### src/rtl/imm_decode_unit.sv
// RV32 immediate decoder with a one-entry registered output stage and a saturating illegal-opcode
// counter. Define IMM_DECODE_CSR_EN to decode SYSTEM (csr*i zimm) instead of flagging it illegal.
module imm_decode_unit #(
  parameter int unsigned XLEN  = 32,
  parameter int unsigned CNT_W = 8
) (
  input  logic             clk,
  input  logic             reset,
  input  logic             in_valid,
  output logic             in_ready,
  input  logic [31:0]      instr,
  output logic             out_valid,
  input  logic             out_ready,
  output logic [2:0]       imm_src,
  output logic [XLEN-1:0]  imm_ext,
  output logic             illegal,
  output logic [CNT_W-1:0] illegal_cnt
);

  localparam logic [6:0] OpLoad   = 7'b0000011;
  localparam logic [6:0] OpAluImm = 7'b0010011;
  localparam logic [6:0] OpJalr   = 7'b1100111;
  localparam logic [6:0] OpStore  = 7'b0100011;
  localparam logic [6:0] OpBranch = 7'b1100011;
  localparam logic [6:0] OpJal    = 7'b1101111;
  localparam logic [6:0] OpLui    = 7'b0110111;
  localparam logic [6:0] OpAuipc  = 7'b0010111;
  localparam logic [6:0] OpReg    = 7'b0110011;
`ifdef IMM_DECODE_CSR_EN
  localparam logic [6:0] OpSystem = 7'b1110011;
`endif

  logic [6:0]       op;
  logic [2:0]       src_d, src_q;
  logic [XLEN-1:0]  imm_d, imm_q;
  logic             ill_d, ill_q;
  logic             valid_q;
  logic [CNT_W-1:0] cnt_q;
  logic             fire;

  assign op = instr[6:0];

  always_comb begin
    src_d = 3'b111;
    imm_d = '0;
    ill_d = 1'b0;
    unique case (op)
      OpLoad, OpAluImm, OpJalr: begin
        src_d = 3'b000;
        imm_d = {{(XLEN-12){instr[31]}}, instr[31:20]};
      end
      OpStore: begin
        src_d = 3'b001;
        imm_d = {{(XLEN-12){instr[31]}}, instr[31:25], instr[11:7]};
      end
      OpBranch: begin
        src_d = 3'b010;
        imm_d = {{(XLEN-13){instr[31]}}, instr[31], instr[7], instr[30:25], instr[11:8], 1'b0};
      end
      OpJal: begin
        src_d = 3'b011;
        imm_d = {{(XLEN-21){instr[31]}}, instr[31], instr[19:12], instr[20], instr[30:21], 1'b0};
      end
      OpLui, OpAuipc: begin
        src_d = 3'b101;
        imm_d = {{(XLEN-32){instr[31]}}, instr[31:12], 12'b0};
      end
      OpReg: begin
        src_d = 3'b111;
      end
`ifdef IMM_DECODE_CSR_EN
      OpSystem: begin
        // zimm lives in the rs1 field and is zero-extended
        src_d = 3'b110;
        imm_d = {{(XLEN-5){1'b0}}, instr[19:15]};
      end
`endif
      default: begin
        src_d = 3'b111;
        ill_d = 1'b1;
      end
    endcase
  end

  assign in_ready = !valid_q || out_ready;
  assign fire     = in_valid && in_ready;

  always_ff @(posedge clk) begin
    if (reset) begin
      valid_q <= 1'b0;
      src_q   <= 3'b000;
      imm_q   <= '0;
      ill_q   <= 1'b0;
      cnt_q   <= '0;
    end else begin
      if (fire) begin
        valid_q <= 1'b1;
        src_q   <= src_d;
        imm_q   <= imm_d;
        ill_q   <= ill_d;
        if (ill_d && (cnt_q != {CNT_W{1'b1}})) begin
          cnt_q <= cnt_q + 1'b1;
        end
      end else if (out_ready) begin
        valid_q <= 1'b0;
      end
    end
  end

  assign out_valid   = valid_q;
  assign imm_src     = src_q;
  assign imm_ext     = imm_q;
  assign illegal     = ill_q;
  assign illegal_cnt = cnt_q;

endmodule

### config.mk
export PLATFORM = sky130hd
export DESIGN_NAME = imm_decode_unit
export DESIGN_NICKNAME = d
export VERILOG_FILES = /design/src/rtl/imm_decode_unit.sv
export SDC_FILE = /design/constraint.sdc
export NUM_CORES = 1
export LEC_CHECK = 0
export ABC_AREA = 1
export BUFFER_PORTS_ARGS = -buffer_cell sky130_fd_sc_hd__buf_4
export CAP_MARGIN = 15
export CORE_AREA = 4 4 73 75
export CTS_CLUSTER_DIAMETER = 50
export CTS_CLUSTER_SIZE = 40
export DETAILED_ROUTE_END_ITERATION = 12
export DIE_AREA = 0 0 77 79
export PLACE_DENSITY = 0.94
export SLEW_MARGIN = 20
export SYNTH_ARGS = -nofsm -noshare
export SYNTH_HDL_FRONTEND = slang
export SYNTH_SLANG_ARGS = --single-unit
### constraint.sdc
create_clock -name clk -period 2.1 [get_ports clk]
set_input_delay 0.42 -clock clk [delete_from_list [all_inputs] [get_ports clk]]
set_output_delay 0.42 -clock clk [all_outputs]
set_load 0.02 [all_outputs]
### Yosys cells after proc, flatten, opt, wreduce, memory -nomap -nowiden

Index checks and enable logic that the tools add are counted.

* output and inout bits: 46
* logic and storage cells: 30
* bits of input ports: 36
* register bits after elaboration: 45

* multiplexer cells: 5
* $add $sub $neg: 1
* reductions and logical operators: 9
* equal/unequal tests: 10

Operators with widths (number)
* one-hot mux 32 bit (5 select lines): 1
* == test 7 x 6 -> 1 bit (second input constant): 3
* == test 7 bit (second input constant): 3
* one-hot mux 3 bit (5 select lines): 1
* == test 7 x 5 -> 1 bit (second input constant): 2
* OR reduction 9 bit: 1
* adder 8 x 1 -> 8 bit (second input constant): 1
* inequality test 8 bit (second input constant): 1
* == test 7 x 2 -> 1 bit (second input constant): 1
* 2-to-1 mux 1 bit: 3
* OR reduction 3 bit: 1
* logical AND 1 bit: 2
* AND reduction 2 bit: 1
* nonzero test 2 bit: 1
* OR reduction 2 bit: 1
* zero test 1 bit: 1
* logical OR 1 bit: 1

### Longest topological paths before layout

* depth in word-level cells: 5
* depth in mapped cells: 11
* mapped depth without buffers: 10

### Least setup slack after synthesis

OpenSTA, ideal clock, no wires.

* kind: flip-flop to flip-flop
* start: register cnt_q[1], in the netlist illegal_cnt[1]
* end: register cnt_q[5], in the netlist illegal_cnt[5]
* library setup time: 130 ps
* path buffers: 0
* stages on the path, launching flop included: 11
* period minus slack after synthesis: 1434 ps
* data arrival time: 1304 ps
* setup slack: 666 ps
* required time: 1970 ps
* path through: dfxtp_1 ha_1 nand2_1 nor2_1 nand2_1 nand2_1 inv_1 nand3_2 nand2_1 nand2_1 nor2_1

* word-level cells in the longest chain between the ends: 3
* elaborated cells on any way between the ends: 4
* those cells by class: add/sub: 1; eq/ne: 1; reduce/logical: 2

RTL lines
* start: declaration: RTL line 38 `logic [CNT_W-1:0] cnt_q;`
* start signal: assignment: RTL line 102 `cnt_q <= cnt_q + 1'b1;`
* parallel branches: the longest is 3 deep, another holds adder 8 x 1 -> 8 bit

Several ways; the timed one is not identified.
A chain may end at the register's enable or synchronous reset.

### Final worst setup path

* start: input instr[3]
* end: register imm_q[8], in the netlist imm_ext[8]

* word-level cells in the longest chain between the ends: 3
* elaborated cells on any way between the ends: 11
* those cells by class: eq/ne: 8; mux: 1; reduce/logical: 2

RTL lines
* start: declaration: RTL line 11 `input logic [31:0] instr,`
* == test 7 x 2 -> 1 bit (tied with other cells): RTL line 47 `unique case (op)`
* OR reduction 3 bit / OR reduction 2 bit (equally long branches)
* one-hot mux 32 bit (5 select lines) *: RTL line 47
* end signal: assignment: RTL line 99 `imm_q <= imm_d;`
* end: declaration: RTL line 35 `logic [XLEN-1:0] imm_d, imm_q;`

Every way passes the cells marked *; elsewhere a longest branch is shown, timed or not.

==> out/qor.txt <==
Post-CTS Setup Inserts - 0
Yosys reg bits - 45
Startpoint types - input port
Crit Path Category - input port to flip-flop
Gr usage total - 0.223
Synthesized area - 2510 µm²
FF-to-FF path depth - 10
GR Overflow Total - 0
Avg WL per Cell - 14.2 µm
Largest net degree at the start of global routing - 35
Clk buf depth - 2
Cell row count - 25
Synth Area in Adders - 0.00498
Die area - 6080 µm²
Setup violators final - 0
# DRC - 0
Yosys cell types - 28
Synth Area in Simple Gates - 0.447
Initial antenna violation count - 0
Xor/xnor cell area share of the yosys netlist - 0.00349
Leak pwr - 1.63 nW
Largest family of logic cells by synthesized area - simple AND/OR/NAND/NOR gates
DRT Wirelength - 6860 µm
Total number of yosys warnings - 0
Remaining antenna violation count - 0
Syn avg cell area - 7.15 µm²
CTS tree - yes
Crit-path cells - buf_4, inv_2, nand2_2, nor2_4, nand2_4, nand2_4, nor2_8, nor2_4, nand2_1, a21oi_1
Root buf cell - clkbuf_8
P per Cell Area - 572 nW/µm²
TNS Setup - 0 ns
GP Congestion - 0.947
Drt pass-1 iters - 5
MaxCap Viol Count - 0
WP data required - 2.32 ns
Peak supply drop - 394 µV
Worst hold path depth - 3
Reg-to-reg endpoint - illegal_cnt[5]
DR iter-0 viols - 253
Top_reg_cell synth - dfxtp_1
Commonest non-fill, non-tap cell in the layout - nand2_1
Worst-Skew Late Latency - 0.30 ns
Die Ht - 79 µm
M1 WL - 2600 µm
Mux cell area share after synthesis - 0
Pins Over Slew Limit - 0
N_diodes - 0
Tcrit/Tclk final - 0.724
Layout cells sized above 1 - 0.341
Clock transition at path regs - 0.08 ns
First-pass GRT wire length - 10,800 µm
Max Clk Rate - 658 MHz
Critical path fanouts, max - 13
Cts bufs inserted - 5
Total power - 1.85 mW
Final min period - 1.52 ns
CTS Hold Bufs - 0
Post-synthesis cell count - 351
Hold Crit Class - input port to flip-flop
Synth async-reset ratio - 0
Dpl ws - 0.301 ns
TritonCTS Sinks - 45
Post-synthesis compound-gate area fraction - 0.106
Unrepaired setup endpoints after global routing - false
Via/cell ratio - 5.39
Max Clock Skew - 0.0102 ns
Reg2Reg Setup Slack - 0.67 ns
Synth top area share - 0.359
Resize count post-CTS - 0
Post-synthesis sequential area ratio - 0.359
Crit path DAT - 1.74 ns
Top cells by area, synth - dfxtp_1 36%, nand2_1 19%, nand3_2 6.0%, a21oi_1 4.8%, nand2_4 4.5%
Slew HR - 0.613
Post-synth EDFFs - 0
Area added between synthesis and finish - 28.7%
Syn Nets - 388
Initial Util - 0.539
Hold slack final - 0.395 ns
CP max-delay cell - nor2_4
Fin worst setup slack - 0.580 ns
Die X-Extent - 77 µm
Metal3 WL - 511 µm
HPWL Detailed - 4910 µm
CORE AREA - 4660 µm²
DR top layer - met4
Hold Path End - imm_ext[5]
Final net count - 464
# port buffers - 81
Commonest cells after routing, fill and taps aside - 129 x nand2_1, 85 x buf_4, 45 x dfxtp_1
Final Hold Fails - 0
Htree depth - 2
Area leader, netlist - dfxtp_1
Met2 wire length - 3530 µm
Critical Path Sink Type - flip-flop
Worst-Margin Slew - 0.580 ns
Run status - completed
I/O pin cnt - 82
Beginning of the worst hold path - instr[25]
RR Startpoint - illegal_cnt[1]
Number of global-route vias before repair - 2,354
Max incr delay on CP - 0.29 ns
DR vias - 2,596
metal layers:
layer | global-route usage | up-vias
met4 | 0.112 | 0
li1 | - | 1270
met3 | 0.0397 | 25
met2 | 0.400 | 117
met5 | 0 | -
met1 | 0.255 | 1184
worst max path at each step:
stage	start	end	slack, ns
final	instr[3]	imm_ext[8]	0.58
after global routing	instr[3]	imm_ext[15]	0.44
after CTS	instr[3]	imm_ext[8]	0.61
after global placement	instr[3]	imm_ext[16]	0.44
after detailed placement	instr[3]	imm_ext[15]	0.30
after floorplan	illegal_cnt[1]	illegal_cnt[5]	0.67
critical path: cells and delay by family:
| family | cells | cell delay (ns) |
|---|---|---|
| AND/OR/NAND/NOR | 7 | 0.93 |
| buffers and inverters | 2 | 0.20 |
| AO/OA/AOI/OAI | 1 | 0.17 |
stage by stage:
stage	area (µm²)	std cells	utilization
floorplan	2510	351	-
global placement	3120	474	0.668
detailed placement	3120	474	0.668
CTS	3230	482	0.693
global route	3230	482	0.693
finish	3230	482	0.693
cell usage after synthesis, types with 3 or more instances:
library cell,n
a21oi_1,24
a21oi_2,11
buf_2,5
clkbuf_1,7
dfxtp_1,45
inv_1,20
inv_2,6
nand2_1,129
nand2_2,4
nand2_4,10
nand3_1,21
nand3_2,15
nand4_1,6
nor2_1,25
nor2_4,3
nor2_8,3
nor3_1,3
o21ai_0,3
layout make-up:
class | count | area [µm²]
Clock inverter | 1 | 30.0
Fill cell | 368 | 1430
Clock buffer | 7 | 86.3
Timing Repair Buffer | 85 | 638
Multi-Input combinational cell | 264 | 1410
Tap cell | 54 | 67.6
Sequential cell | 45 | 901
Inverter | 26 | 97.6
power by group:
group,switching [mW],leakage (nW),internal (mW)
Combinational,0.172,1.20,0.110
Sequential,0.0148,0.365,0.872
Clock,0.293,0.0585,0.388
cells by family (layout without fill, tap and decap cells):
kind of cell | Yosys count | after routing
and+or+nand+nor | 220 | 220
DFF | 45 | 45
AOI/OAI and AO/OA | 42 | 42
buffers and inverters | 42 | 119
adders and majority gates | 1 | 1
xor gates and xnor gates | 1 | 1
registers in the layout (all words and copies together), names as in the netlist:
signal,cells
illegal_cnt,8
imm_ext,32
out_valid,1
imm_src,3
illegal,1
Power figures use the tool's default switching activity.
